--- config.mk ---
export PLATFORM = sky130hd
export DESIGN_NAME = ervp_path_arbiter_flat
export DESIGN_NICKNAME = d
export VERILOG_FILES = /design/src/rtl/ervp_path_arb_pkg.sv /design/src/rtl/ervp_path_arbiter_if.sv /design/src/rtl/ervp_path_arb_owner_fifo.sv /design/src/rtl/ervp_path_arbiter.sv /design/src/flat_wrapper.sv
export SDC_FILE = /design/constraint.sdc
export NUM_CORES = 1
export LEC_CHECK = 0
export CORE_AREA = 2 2 137 139
export DETAILED_ROUTE_END_ITERATION = 16
export DIE_AREA = 0 0 139 141
export PLACE_DENSITY_LB_ADDON = 0.2
export REMOVE_ABC_BUFFERS = 1
export SLEW_MARGIN = 25
export SYNTH_ARGS = -nofsm -noshare
export SYNTH_HDL_FRONTEND = slang
export SYNTH_SLANG_ARGS = --single-unit
export TNS_END_PERCENT = 100
--- constraint.sdc ---
create_clock -name clk -period 4.1 [get_ports clk]
set_clock_uncertainty 0.1 [all_clocks]
set_input_delay 1.23 -clock clk [delete_from_list [all_inputs] [get_ports clk]]
set_output_delay 1.23 -clock clk [all_outputs]
set_load 0.03 [all_outputs]
--- src/rtl/ervp_path_arb_pkg.sv ---
// ervp_path_arb_pkg: state encodings and width helpers shared by the path arbiter slice.
package ervp_path_arb_pkg;

    localparam logic [0:0] IDLE = 1'b0;
    localparam logic [0:0] BUSY = 1'b1;

    function automatic int required_bitwidth_index(input int num);
        return (num <= 2) ? 1 : $clog2(num);
    endfunction

    function automatic int owner_ptr_width(input int depth);
        return (depth <= 2) ? 1 : $clog2(depth);
    endfunction

endpackage

--- src/rtl/ervp_path_arbiter_if.sv ---
// ervp_path_arbiter_if: requester-side, shared request, and shared response signals of the path arbiter.
interface ervp_path_arbiter_if
    import ervp_path_arb_pkg::*;
#(
    parameter int NUM_REQ     = 4,
    parameter int BW_REQ_DATA = 32,
    parameter int BW_RSP_DATA = 32
);
    localparam int BW_SEL = required_bitwidth_index(NUM_REQ);

    logic [NUM_REQ-1:0]             req_valid_list;
    logic [NUM_REQ-1:0]             req_last_list;
    logic [NUM_REQ*BW_REQ_DATA-1:0] req_data_list;
    logic [NUM_REQ-1:0]             req_ready_list;
    logic                           out_valid;
    logic                           out_last;
    logic [BW_REQ_DATA-1:0]         out_data;
    logic [BW_SEL-1:0]              out_owner;
    logic                           out_ready;
    logic                           rsp_valid;
    logic                           rsp_last;
    logic [BW_RSP_DATA-1:0]         rsp_data;
    logic                           rsp_ready;
    logic [NUM_REQ-1:0]             rsp_valid_list;
    logic [NUM_REQ-1:0]             rsp_last_list;
    logic [NUM_REQ*BW_RSP_DATA-1:0] rsp_data_list;
    logic [NUM_REQ-1:0]             rsp_ready_list;
    logic                           busy;
    logic                           error_unexpected_rsp;

    // The arbiter itself serves the requesters and the shared port, so it takes the slave view.
    modport slave (
        input  req_valid_list, req_last_list, req_data_list, out_ready,
               rsp_valid, rsp_last, rsp_data, rsp_ready_list,
        output req_ready_list, out_valid, out_last, out_data, out_owner,
               rsp_ready, rsp_valid_list, rsp_last_list, rsp_data_list,
               busy, error_unexpected_rsp
    );

    modport master (
        output req_valid_list, req_last_list, req_data_list, out_ready,
               rsp_valid, rsp_last, rsp_data, rsp_ready_list,
        input  req_ready_list, out_valid, out_last, out_data, out_owner,
               rsp_ready, rsp_valid_list, rsp_last_list, rsp_data_list,
               busy, error_unexpected_rsp
    );

endinterface

--- src/rtl/ervp_path_arb_owner_fifo.sv ---
// ervp_path_arb_owner_fifo: in-order queue of granted owner indices used to steer returning responses.
module ervp_path_arb_owner_fifo
    import ervp_path_arb_pkg::*;
#(
    parameter int DEPTH = 4,
    parameter int WIDTH = 2
) (
    input  logic             clk,
    input  logic             rst,
    input  logic             push_i,
    input  logic [WIDTH-1:0] data_i,
    input  logic             pop_i,
    output logic             full_o,
    output logic             empty_o,
    output logic [WIDTH-1:0] head_o
);
    localparam int PW = owner_ptr_width(DEPTH);

    logic [WIDTH-1:0] mem_q [DEPTH];
    logic [PW-1:0]    wr_ptr_q, rd_ptr_q;
    logic [PW:0]      count_q, count_d;
    logic             do_push, do_pop;

    assign full_o  = (count_q == (PW+1)'(DEPTH));
    assign empty_o = (count_q == '0);
    assign head_o  = mem_q[rd_ptr_q];

    // A pop frees the head slot in the same cycle, so a push is accepted even when full.
    assign do_push = push_i & (~full_o | pop_i);
    assign do_pop  = pop_i & ~empty_o;

    always_comb begin
        count_d = count_q;
        if (do_push && !do_pop) begin
            count_d = count_q + (PW+1)'(1);
        end else if (do_pop && !do_push) begin
            count_d = count_q - (PW+1)'(1);
        end
    end

    always_ff @(posedge clk) begin
        if (rst) begin
            wr_ptr_q <= '0;
            rd_ptr_q <= '0;
            count_q  <= '0;
        end else begin
            if (do_push) wr_ptr_q <= wr_ptr_q + PW'(1);
            if (do_pop)  rd_ptr_q <= rd_ptr_q + PW'(1);
            count_q <= count_d;
        end
    end

    always_ff @(posedge clk) begin
        if (do_push) mem_q[wr_ptr_q] <= data_i;
    end

endmodule

--- src/rtl/ervp_path_arbiter.sv ---
// ervp_path_arbiter: grant-locking controller for a shared request mux and response demux.
// Round-robin by default; define ERVP_PATH_ARB_FIXED_PRIORITY_EN for lowest-index-wins arbitration.
module ervp_path_arbiter
    import ervp_path_arb_pkg::*;
#(
    parameter int NUM_REQ     = 4,
    parameter int BW_REQ_DATA = 32,
    parameter int BW_RSP_DATA = 32,
    parameter int OWNER_DEPTH = 4
) (
    input logic                clk,
    input logic                rst,
    ervp_path_arbiter_if.slave bus
);
    localparam int BW_SEL = required_bitwidth_index(NUM_REQ);

    logic [0:0]             state_q, state_d;
    logic [BW_SEL-1:0]      sel_q, sel_d;
    logic [BW_SEL-1:0]      last_grant_q, last_grant_d;
    logic                   err_q, err_d;
    logic [BW_SEL-1:0]      winner;
    logic                   fifo_push, fifo_pop, fifo_full, fifo_empty;
    logic [BW_SEL-1:0]      fifo_head;
    logic [NUM_REQ-1:0]     req_ready, rsp_valid_vec, rsp_last_vec;
    logic                   out_valid, out_last, out_fire, rsp_ready;
    logic [BW_REQ_DATA-1:0] out_data;

`ifdef ERVP_PATH_ARB_FIXED_PRIORITY_EN
    always_comb begin
        winner = '0;
        for (int i = NUM_REQ - 1; i >= 0; i--) begin
            if (bus.req_valid_list[i]) winner = BW_SEL'(i);
        end
    end
`else
    logic found;

    // First pass covers indices after the previous grant, second pass wraps around to the start.
    always_comb begin
        winner = '0;
        found  = 1'b0;
        for (int i = 0; i < NUM_REQ; i++) begin
            if (!found && bus.req_valid_list[i] && (i > int'(last_grant_q))) begin
                winner = BW_SEL'(i);
                found  = 1'b1;
            end
        end
        for (int i = 0; i < NUM_REQ; i++) begin
            if (!found && bus.req_valid_list[i]) begin
                winner = BW_SEL'(i);
                found  = 1'b1;
            end
        end
    end
`endif

    always_comb begin
        state_d      = state_q;
        sel_d        = sel_q;
        last_grant_d = last_grant_q;
        fifo_push    = 1'b0;
        if (state_q == IDLE) begin
            if ((|bus.req_valid_list) && !fifo_full) begin
                sel_d     = winner;
                fifo_push = 1'b1;
                state_d   = BUSY;
            end
        end else if (out_fire) begin
            last_grant_d = sel_q;
            state_d      = IDLE;
        end
    end

    always_comb begin
        req_ready = '0;
        out_valid = 1'b0;
        out_last  = 1'b0;
        out_data  = '0;
        if (state_q == BUSY) begin
            for (int i = 0; i < NUM_REQ; i++) begin
                if (sel_q == BW_SEL'(i)) begin
                    out_valid    = bus.req_valid_list[i];
                    out_last     = bus.req_last_list[i];
                    out_data     = bus.req_data_list[i*BW_REQ_DATA +: BW_REQ_DATA];
                    req_ready[i] = bus.out_ready;
                end
            end
        end
    end

    assign out_fire = out_valid & bus.out_ready & out_last;

    // Responses are steered purely by the oldest outstanding owner, independent of request progress.
    always_comb begin
        rsp_valid_vec = '0;
        rsp_last_vec  = '0;
        rsp_ready     = 1'b0;
        if (!fifo_empty) begin
            for (int i = 0; i < NUM_REQ; i++) begin
                if (fifo_head == BW_SEL'(i)) begin
                    rsp_valid_vec[i] = bus.rsp_valid;
                    rsp_last_vec[i]  = bus.rsp_last;
                    rsp_ready        = bus.rsp_ready_list[i];
                end
            end
        end
    end

    assign fifo_pop = bus.rsp_valid & rsp_ready & bus.rsp_last;
    assign err_d    = err_q | (bus.rsp_valid & fifo_empty);

    always_ff @(posedge clk) begin
        if (rst) begin
            state_q      <= IDLE;
            sel_q        <= '0;
            last_grant_q <= BW_SEL'(NUM_REQ - 1);
            err_q        <= 1'b0;
        end else begin
            state_q      <= state_d;
            sel_q        <= sel_d;
            last_grant_q <= last_grant_d;
            err_q        <= err_d;
        end
    end

    ervp_path_arb_owner_fifo #(
        .DEPTH (OWNER_DEPTH),
        .WIDTH (BW_SEL)
    ) u_owner_fifo (
        .clk     (clk),
        .rst     (rst),
        .push_i  (fifo_push),
        .data_i  (sel_d),
        .pop_i   (fifo_pop),
        .full_o  (fifo_full),
        .empty_o (fifo_empty),
        .head_o  (fifo_head)
    );

    assign bus.req_ready_list       = req_ready;
    assign bus.out_valid            = out_valid;
    assign bus.out_last             = out_last;
    assign bus.out_data             = out_data;
    assign bus.out_owner            = sel_q;
    assign bus.rsp_ready            = rsp_ready;
    assign bus.rsp_valid_list       = rsp_valid_vec;
    assign bus.rsp_last_list        = rsp_last_vec;
    assign bus.rsp_data_list        = {NUM_REQ{bus.rsp_data}};
    assign bus.busy                 = (state_q == BUSY) | ~fifo_empty;
    assign bus.error_unexpected_rsp = err_q;

endmodule

--- src/flat_wrapper.sv ---
// flat-port wrapper written by rule: the top's interface ports become plain ports
module ervp_path_arbiter_flat import ervp_path_arb_pkg::*;
#(
    parameter int NUM_REQ     = 4,
    parameter int BW_REQ_DATA = 32,
    parameter int BW_RSP_DATA = 32,
    parameter int OWNER_DEPTH = 4
)
  (clk, rst, bus_req_valid_list, bus_req_last_list, bus_req_data_list, bus_out_ready, bus_rsp_valid, bus_rsp_last, bus_rsp_data, bus_rsp_ready_list, bus_req_ready_list, bus_out_valid, bus_out_last, bus_out_data, bus_out_owner, bus_rsp_ready, bus_rsp_valid_list, bus_rsp_last_list, bus_rsp_data_list, bus_busy, bus_error_unexpected_rsp);
  ervp_path_arbiter_if #(.NUM_REQ(NUM_REQ), .BW_REQ_DATA(BW_REQ_DATA), .BW_RSP_DATA(BW_RSP_DATA)) bus_i ();
  input logic clk;
  input logic rst;
  input wire logic [$bits(bus_i.req_valid_list)-1:0] bus_req_valid_list;
  input wire logic [$bits(bus_i.req_last_list)-1:0] bus_req_last_list;
  input wire logic [$bits(bus_i.req_data_list)-1:0] bus_req_data_list;
  input wire logic [$bits(bus_i.out_ready)-1:0] bus_out_ready;
  input wire logic [$bits(bus_i.rsp_valid)-1:0] bus_rsp_valid;
  input wire logic [$bits(bus_i.rsp_last)-1:0] bus_rsp_last;
  input wire logic [$bits(bus_i.rsp_data)-1:0] bus_rsp_data;
  input wire logic [$bits(bus_i.rsp_ready_list)-1:0] bus_rsp_ready_list;
  output wire logic [$bits(bus_i.req_ready_list)-1:0] bus_req_ready_list;
  output wire logic [$bits(bus_i.out_valid)-1:0] bus_out_valid;
  output wire logic [$bits(bus_i.out_last)-1:0] bus_out_last;
  output wire logic [$bits(bus_i.out_data)-1:0] bus_out_data;
  output wire logic [$bits(bus_i.out_owner)-1:0] bus_out_owner;
  output wire logic [$bits(bus_i.rsp_ready)-1:0] bus_rsp_ready;
  output wire logic [$bits(bus_i.rsp_valid_list)-1:0] bus_rsp_valid_list;
  output wire logic [$bits(bus_i.rsp_last_list)-1:0] bus_rsp_last_list;
  output wire logic [$bits(bus_i.rsp_data_list)-1:0] bus_rsp_data_list;
  output wire logic [$bits(bus_i.busy)-1:0] bus_busy;
  output wire logic [$bits(bus_i.error_unexpected_rsp)-1:0] bus_error_unexpected_rsp;
  assign bus_i.req_valid_list = bus_req_valid_list;
  assign bus_i.req_last_list = bus_req_last_list;
  assign bus_i.req_data_list = bus_req_data_list;
  assign bus_i.out_ready = bus_out_ready;
  assign bus_i.rsp_valid = bus_rsp_valid;
  assign bus_i.rsp_last = bus_rsp_last;
  assign bus_i.rsp_data = bus_rsp_data;
  assign bus_i.rsp_ready_list = bus_rsp_ready_list;
  assign bus_req_ready_list = bus_i.req_ready_list;
  assign bus_out_valid = bus_i.out_valid;
  assign bus_out_last = bus_i.out_last;
  assign bus_out_data = bus_i.out_data;
  assign bus_out_owner = bus_i.out_owner;
  assign bus_rsp_ready = bus_i.rsp_ready;
  assign bus_rsp_valid_list = bus_i.rsp_valid_list;
  assign bus_rsp_last_list = bus_i.rsp_last_list;
  assign bus_rsp_data_list = bus_i.rsp_data_list;
  assign bus_busy = bus_i.busy;
  assign bus_error_unexpected_rsp = bus_i.error_unexpected_rsp;
  ervp_path_arbiter #(.NUM_REQ(NUM_REQ), .BW_REQ_DATA(BW_REQ_DATA), .BW_RSP_DATA(BW_RSP_DATA), .OWNER_DEPTH(OWNER_DEPTH)) u_core (.clk(clk), .rst(rst), .bus(bus_i));
endmodule
# Word level (Yosys, flattened, before mapping)
# Memories as Yosys holds them, arrays and structs flattened. A register that Yosys moved wholly into a read port is not among the register bits.
# Cells that the tools add are included.
[classes]
add_sub_neg = 4
magnitude_cmp = 3
n_eq_ne = 7
muxes = 60
bitwise = 12
n_reduce_logical = 27
[op_table]
columns = ["cell", "n"]
rows = [
  ["32-bit two-way mux", 5],
  ["1-bit two-way mux", 40],
  ["2-bit two-way mux", 10],
  ["1-bit logical AND", 12],
  ["4-bit two-way mux", 3],
  ["1-bit logical NOT", 9],
  ["2-bit equality test (second input constant)", 4],
  ["1-bit bitwise AND", 7],
  ["3-bit two-way mux", 2],
  ["2-bit by 1-bit adder with 2-bit output (second input constant)", 2],
  ["2-bit by 1-bit equality test with 1-bit output (second input constant)", 2],
  ["2-bit greater-than comparator (first input constant)", 2],
  ["2-bit logical NOT", 2],
  ["4-bit OR reduction", 1],
  ["3-bit by 1-bit adder with 3-bit output (second input constant)", 1],
  ["3-bit equality test (second input constant)", 1],
  ["3-bit logical NOT", 1],
  ["1-bit bitwise OR", 3],
  ["3-bit by 1-bit subtractor with 3-bit output (second input constant)", 1],
  ["1-bit by 2-bit greater-than comparator with 1-bit output (first input constant)", 1],
  ["1-bit inverter", 2],
  ["2-bit AND reduction", 1],
  ["2-bit nonzero test", 1],
]
[totals]
register_bits = 13
ram_bits = 8
in_bits = 177
output_inout_bits = 179
word_cells = 121
mem_count = 1
[mem_list]
columns = ["memory", "words", "word_bits", "read_ports", "rd_ports_with_merged_regs", "write_ports", "line_no", "text"]
rows = [
  ["u_core.u_owner_fifo.mem_q", 4, 2, 1, 1, 1, "ervp_path_arb_owner_fifo.sv:19", "logic [WIDTH-1:0] mem_q [DEPTH];"],
]

# Longest topological paths before layout
[depth]
word_depth = 25
depth_mapped = 10
ltp_nobuf = 10

# Modules after synthesis
# Synthesis repeated with hierarchy kept, for this count alone.
[unflattened]
cells_unflattened = 331
hier_area_um2 = 3258.1
[modules_own_cells]
columns = ["module", "n_inst", "cells_each", "area_per_inst_um2", "seq_area_each_um2"]
rows = [
  ["ervp_path_arbiter", 1, 273, 2489.9, 120.1],
  ["ervp_path_arb_owner_fifo", 1, 58, 768.2, 420.4],
]

# Least setup slack after synthesis
# Ideal clock, no wire load.
[synth_timing]
path_kind = "reg-to-output"
start = "register u_core.sel_q[1] (netlist: u_core.bus.out_owner[1])"
end = "output bus_req_ready_list[2]"
t_arrival_ns = 2.218
required_ns = 2.770
setup_slack_ns = 0.552
stages_incl_launch_ff = 6
path_buffers = 3
cell_sequence = "dfxtp_1 > clkbuf_1 > clkbuf_1 > clkbuf_1 > inv_1 > nor3_1"
[synth_between]
elab_chain_cells = 3
[synth_lines]
columns = ["item", "line_no", "text"]
rows = [
  ["start, declared", "ervp_path_arbiter.sv:18", "logic [BW_SEL-1:0] sel_q, sel_d;"],
  ["start signal, assigned", "ervp_path_arbiter.sv:120", "sel_q <= sel_d;"],
  ["2-bit equality test", "ervp_path_arbiter.sv:81", "if (sel_q == BW_SEL'(i)) begin"],
  ["1-bit two-way mux", "ervp_path_arbiter.sv:81", ""],
  ["4-bit two-way mux", "ervp_path_arbiter.sv:79", "if (state_q == BUSY) begin"],
  ["end, declared", "flat_wrapper.sv:21", "output wire logic [$bits(bus_i.req_ready_list)-1:0] bus_req_ready_list;"],
]
# Every way passes these cells.

# Worst setup path in the final report
[layout_timing]
start = "input bus_req_data_list[27]"
end = "output bus_out_data[27]"
[layout_between]
elab_chain_cells = 5
[layout_lines]
columns = ["item", "line_no", "text"]
rows = [
  ["start, declared", "flat_wrapper.sv:15", "input wire logic [$bits(bus_i.req_data_list)-1:0] bus_req_data_list;"],
  ["32-bit two-way mux (4 in series)", "ervp_path_arbiter.sv:81", ""],
  ["32-bit two-way mux", "ervp_path_arbiter.sv:79", ""],
  ["end, declared", "flat_wrapper.sv:24", "output wire logic [$bits(bus_i.out_data)-1:0] bus_out_data;"],
]
# Every way passes these cells.

==> out/qor.csv <==
stage;metric;value;unit
power;Lkg Pwr;1.71;nW
finish;# diodes;0;
yosys;Synth Area in Compound Gates;4.77;%
global_route;first-pass GRT wire length;24600;µm
power;cell area power density;378;mW/mm²
global_route;largest net degree at the start of global routing;34;
power;Total Power;1.73;mW
yosys;sequential area share after synthesis;16.8;%
global_route;grt total ovfl;0;
floorplanning;row cnt;50;
yosys;Synth Instances;340;
yosys;Adder-Cell Fraction of Synth Area;2.56;%
clocking;post-cts hold buffer count;0;
yosys;Synth Cell Area;0.00322;mm²
sta;final setup vio count;0;
hold_path;Hold Crit Depth;2;
finish;sequential cell area;544;µm²
job;Max Cap Violations;0;
setup_path;crit path DAT;2.66;ns
sta;Slew @ Worst Pin;0.607;ns
placement;Placement Setup Slack;-0.165;ns
sta;Rel. slew slack;59.5;%
global_route;Tot GR Track Use;18.0;%
sta;FMAX;0.251;GHz
clocking;CTS Buf Count;3;
drt;Vias;2739;
floorplanning;core footprint;0.0183;mm²
clocking;# H-tree levels;1;
placement;HPWL after detailed placement;15800;µm
setup_path;nature of the critical path endpoint;output pin;
drt;# DRC;0;
drt;drt first pass iters;4;
finish;footprint of the multi-input gates;0.00163;mm²
clocking;setup repair bufs after CTS;0;
yosys;synthesized area per cell;9.48;µm²
global_route;vias in the first global route;2942;
hold_path;Tightest Hold Check Type;flop to flop;
yosys;Synth Area in Simple Gates;14.4;%
yosys;Yosys reg bits;23;
clocking;clock buffer depth;2;
clocking;clk slew on worst S/H paths;0.06;ns
sta;final worst slack;0.110;ns
drt;Final ANT Viol Nets;0;
clocking;Sink Count;23;
setup_path;CP required;2.77;ns
yosys;XOR/XNOR share of the synthesized area;0.815;%
hold_path;WHS Endpoint;u_core.bus.error_unexpected_rsp;
yosys;largest family of logic cells by synthesized area;buffers and inverters;
setup_path;critical path class;primary input to output pin;
setup_path;capture point of the worst reg-to-reg path;u_core.u_owner_fifo.count_q[2];
floorplanning;Die Wd;139;µm
sta;post-layout minimum cycle time;3.99;ns
setup_path;r2r setup slk;1.16;ns
sta;Final Hold Viols;0;
placement;IO Port Bufs;195;
yosys;mux contribution to synthesized area;28.1;%
placement;routability cong.;0.875;
hold_path;hold wc startpoint;u_core.bus.error_unexpected_rsp;
yosys;number of synthesis warnings;0;
drt;via/cell ratio;4.30;
setup_path;Setup crit start kind;primary input;
power;maximum VDD drop;0.206;mV
clocking;CTS root buf;clkbuf_16;
finish;fin nets;587;
run_status;status;complete, no violations;
sta;RSZ-0062 raised after global routing;false;
finish;filler cell count in the final layout;1978;
finish;Area Growth Syn to Fin;41.6;%
setup_path;CP max FO;1;
sta;crit share post-route;97.3;%
setup_path;Worst Reg-to-Reg Cells;10;
floorplanning;total die area;0.0196;mm²
clocking;CTS tree;built;
finish;share of cells above drive strength 1;18.9;%
drt;Avg WL per Cell;29.0;µm
global_route;initial antenna violation count;0;
yosys;Yosys cell types;39;
drt;DR iter-0 viols;98;
sta;Slew Limit Fails;0;
floorplanning;Die Y;141;µm
floorplanning;# IOs;356;
floorplanning;Initial Util;17.7;%
clocking;worst skew pair latency;0.25;ns
drt;Post-Route WL;18500;µm
[logic make-up (layout without fill, tap and decap cells)]
family	Yosys count	count (layout)
AO/OA/AOI/OAI	24	24
XOR/XNOR	3	3
adder cells (fa/ha/maj)	6	6
buffers and inverters	152	215
flip-flops	23	23
multiplexers	47	47
AND/OR/NAND/NOR	85	85
[critical path: stages]
cell and delay (ns):
clkdlybuf4s50_1 0.45, mux4_2 0.46, and2_1 0.16, dlygate4sd2_1 0.36
[layout make-up]
type | instances | area share, %
Timing Repair Buffer | 203 | 43.5
Multi-Input combinational cell | 165 | 35.7
Sequential cell | 23 | 11.9
Tap cell | 234 | 6.41
Clock buffer | 3 | 1.64
Inverter | 8 | 0.658
Clock inverter | 1 | 0.164
[cells in the mapped netlist]
cell | number | area share, %
xor2_1 | 2 | 0.54
buf_2 | 2 | 0.31
o31a_1 | 1 | 0.27
clkbuf_1 | 12 | 1.4
o21a_1 | 1 | 0.23
xnor2_1 | 1 | 0.27
and2_1 | 37 | 7.2
o31ai_1 | 1 | 0.23
mux2_4 | 1 | 0.47
nand2b_1 | 4 | 0.78
o211ai_1 | 1 | 0.23
nor2_1 | 17 | 2.0
nor2b_1 | 4 | 0.78
mux2_2 | 3 | 1.0
o21ai_0 | 4 | 0.62
inv_1 | 8 | 0.93
buf_4 | 128 | 30
or4_1 | 1 | 0.23
ha_1 | 5 | 1.9
fa_1 | 1 | 0.62
or3_1 | 2 | 0.39
mux4_2 | 34 | 24
o22a_1 | 1 | 0.27
dfxtp_1 | 15 | 9.3
mux2i_1 | 9 | 2.8
a31oi_1 | 1 | 0.19
edfxtp_1 | 8 | 7.5
or3_2 | 1 | 0.23
a21oi_1 | 9 | 1.4
and4_1 | 1 | 0.27
nor3_1 | 5 | 0.78
buf_1 | 2 | 0.23
a21boi_0 | 2 | 0.47
o2bb2ai_1 | 1 | 0.27
nand2_1 | 9 | 1.0
nand3_1 | 2 | 0.31
a221oi_1 | 1 | 0.27
or2_2 | 2 | 0.39
a221o_1 | 1 | 0.31
[cells in the final DEF (no fill, tap or decap), types with 2 or more instances in the layout]
cell,n
clkdlybuf4s50_1,154
and2_1,37
mux4_2,34
buf_4,24
dlygate4sd2_1,21
nor2_1,17
dfxtp_1,12
nand2_1,9
mux2i_1,9
a21oi_1,9
inv_1,8
edfxtp_1,8
nor3_1,5
ha_1,5
nor2b_1,4
nand2b_1,4
o21ai_0,4
buf_12,4
mux2_2,3
clkbuf_16,3
dfxtp_2,3
nand3_1,2
or3_1,2
or2_2,2
a21boi_0,2
xor2_1,2
[sequential cells by signal, indices dropped and copies added (netlist names), named ones only]
name                             flops
u_core.bus.out_owner                 2
u_core.u_owner_fifo.wr_ptr_q         2
u_core.state_q                       1
u_core.u_owner_fifo.count_q          3
u_core.bus.error_unexpected_rsp      1
u_core.u_owner_fifo.rd_ptr_q         2
u_core.u_owner_fifo.mem_q            8
u_core.last_grant_q                  2
[metrics by stage]
step	area [µm²]	setup TNS (ns)	instances	hold WS (ns)	util (%)
final	4570	0	637	0.374	25.0
after global routing	4570	0	637	0.406	25.0
after CTS	4570	0	637	0.374	25.0
after detailed placement	4510	-1.74	633	0.358	24.7
after global placement	4510	-1.61	633	0.358	24.7
after floorplan	2200	0	196	0.345	-
[power breakdown]
part           switching (mW)  internal, mW  leakage (nW)
Combinational           0.568         0.571          1.47
Sequential             0.0705         0.305         0.199
Clock                  0.0793         0.132        0.0371
Total                   0.718          1.01          1.71
[repair_timing]
action / CTS / global route
gates resized for setup: 21 / 0
endpoints found under the setup margin: 21 / 0
endpoints found under the hold margin: 0 / 0
[per-layer routing]
metal  share of wire [%]  vias to the layer above  GRT usage, %
met3                  15                       18          12.6
met1                  30                     1311          15.7
li1                    -                     1174             -
met4                 3.9                        0          6.65
met2                  50                      236          31.9
met5                   0                        -          2.51
[worst max path at each step]
stage,startpoint,to,slack (ns)
finish,bus_req_data_list[27],bus_out_data[27],0.11
global route,bus_req_data_list[27],bus_out_data[27],0.04
CTS,bus_req_data_list[27],bus_out_data[27],0.08
detailed placement,bus_req_data_list[27],bus_out_data[27],-0.17
global placement,bus_req_data_list[27],bus_out_data[27],-0.15
floorplan,u_core.bus.out_owner[0],bus_out_data[0],0.07
(Power assumes the default switching activity.)
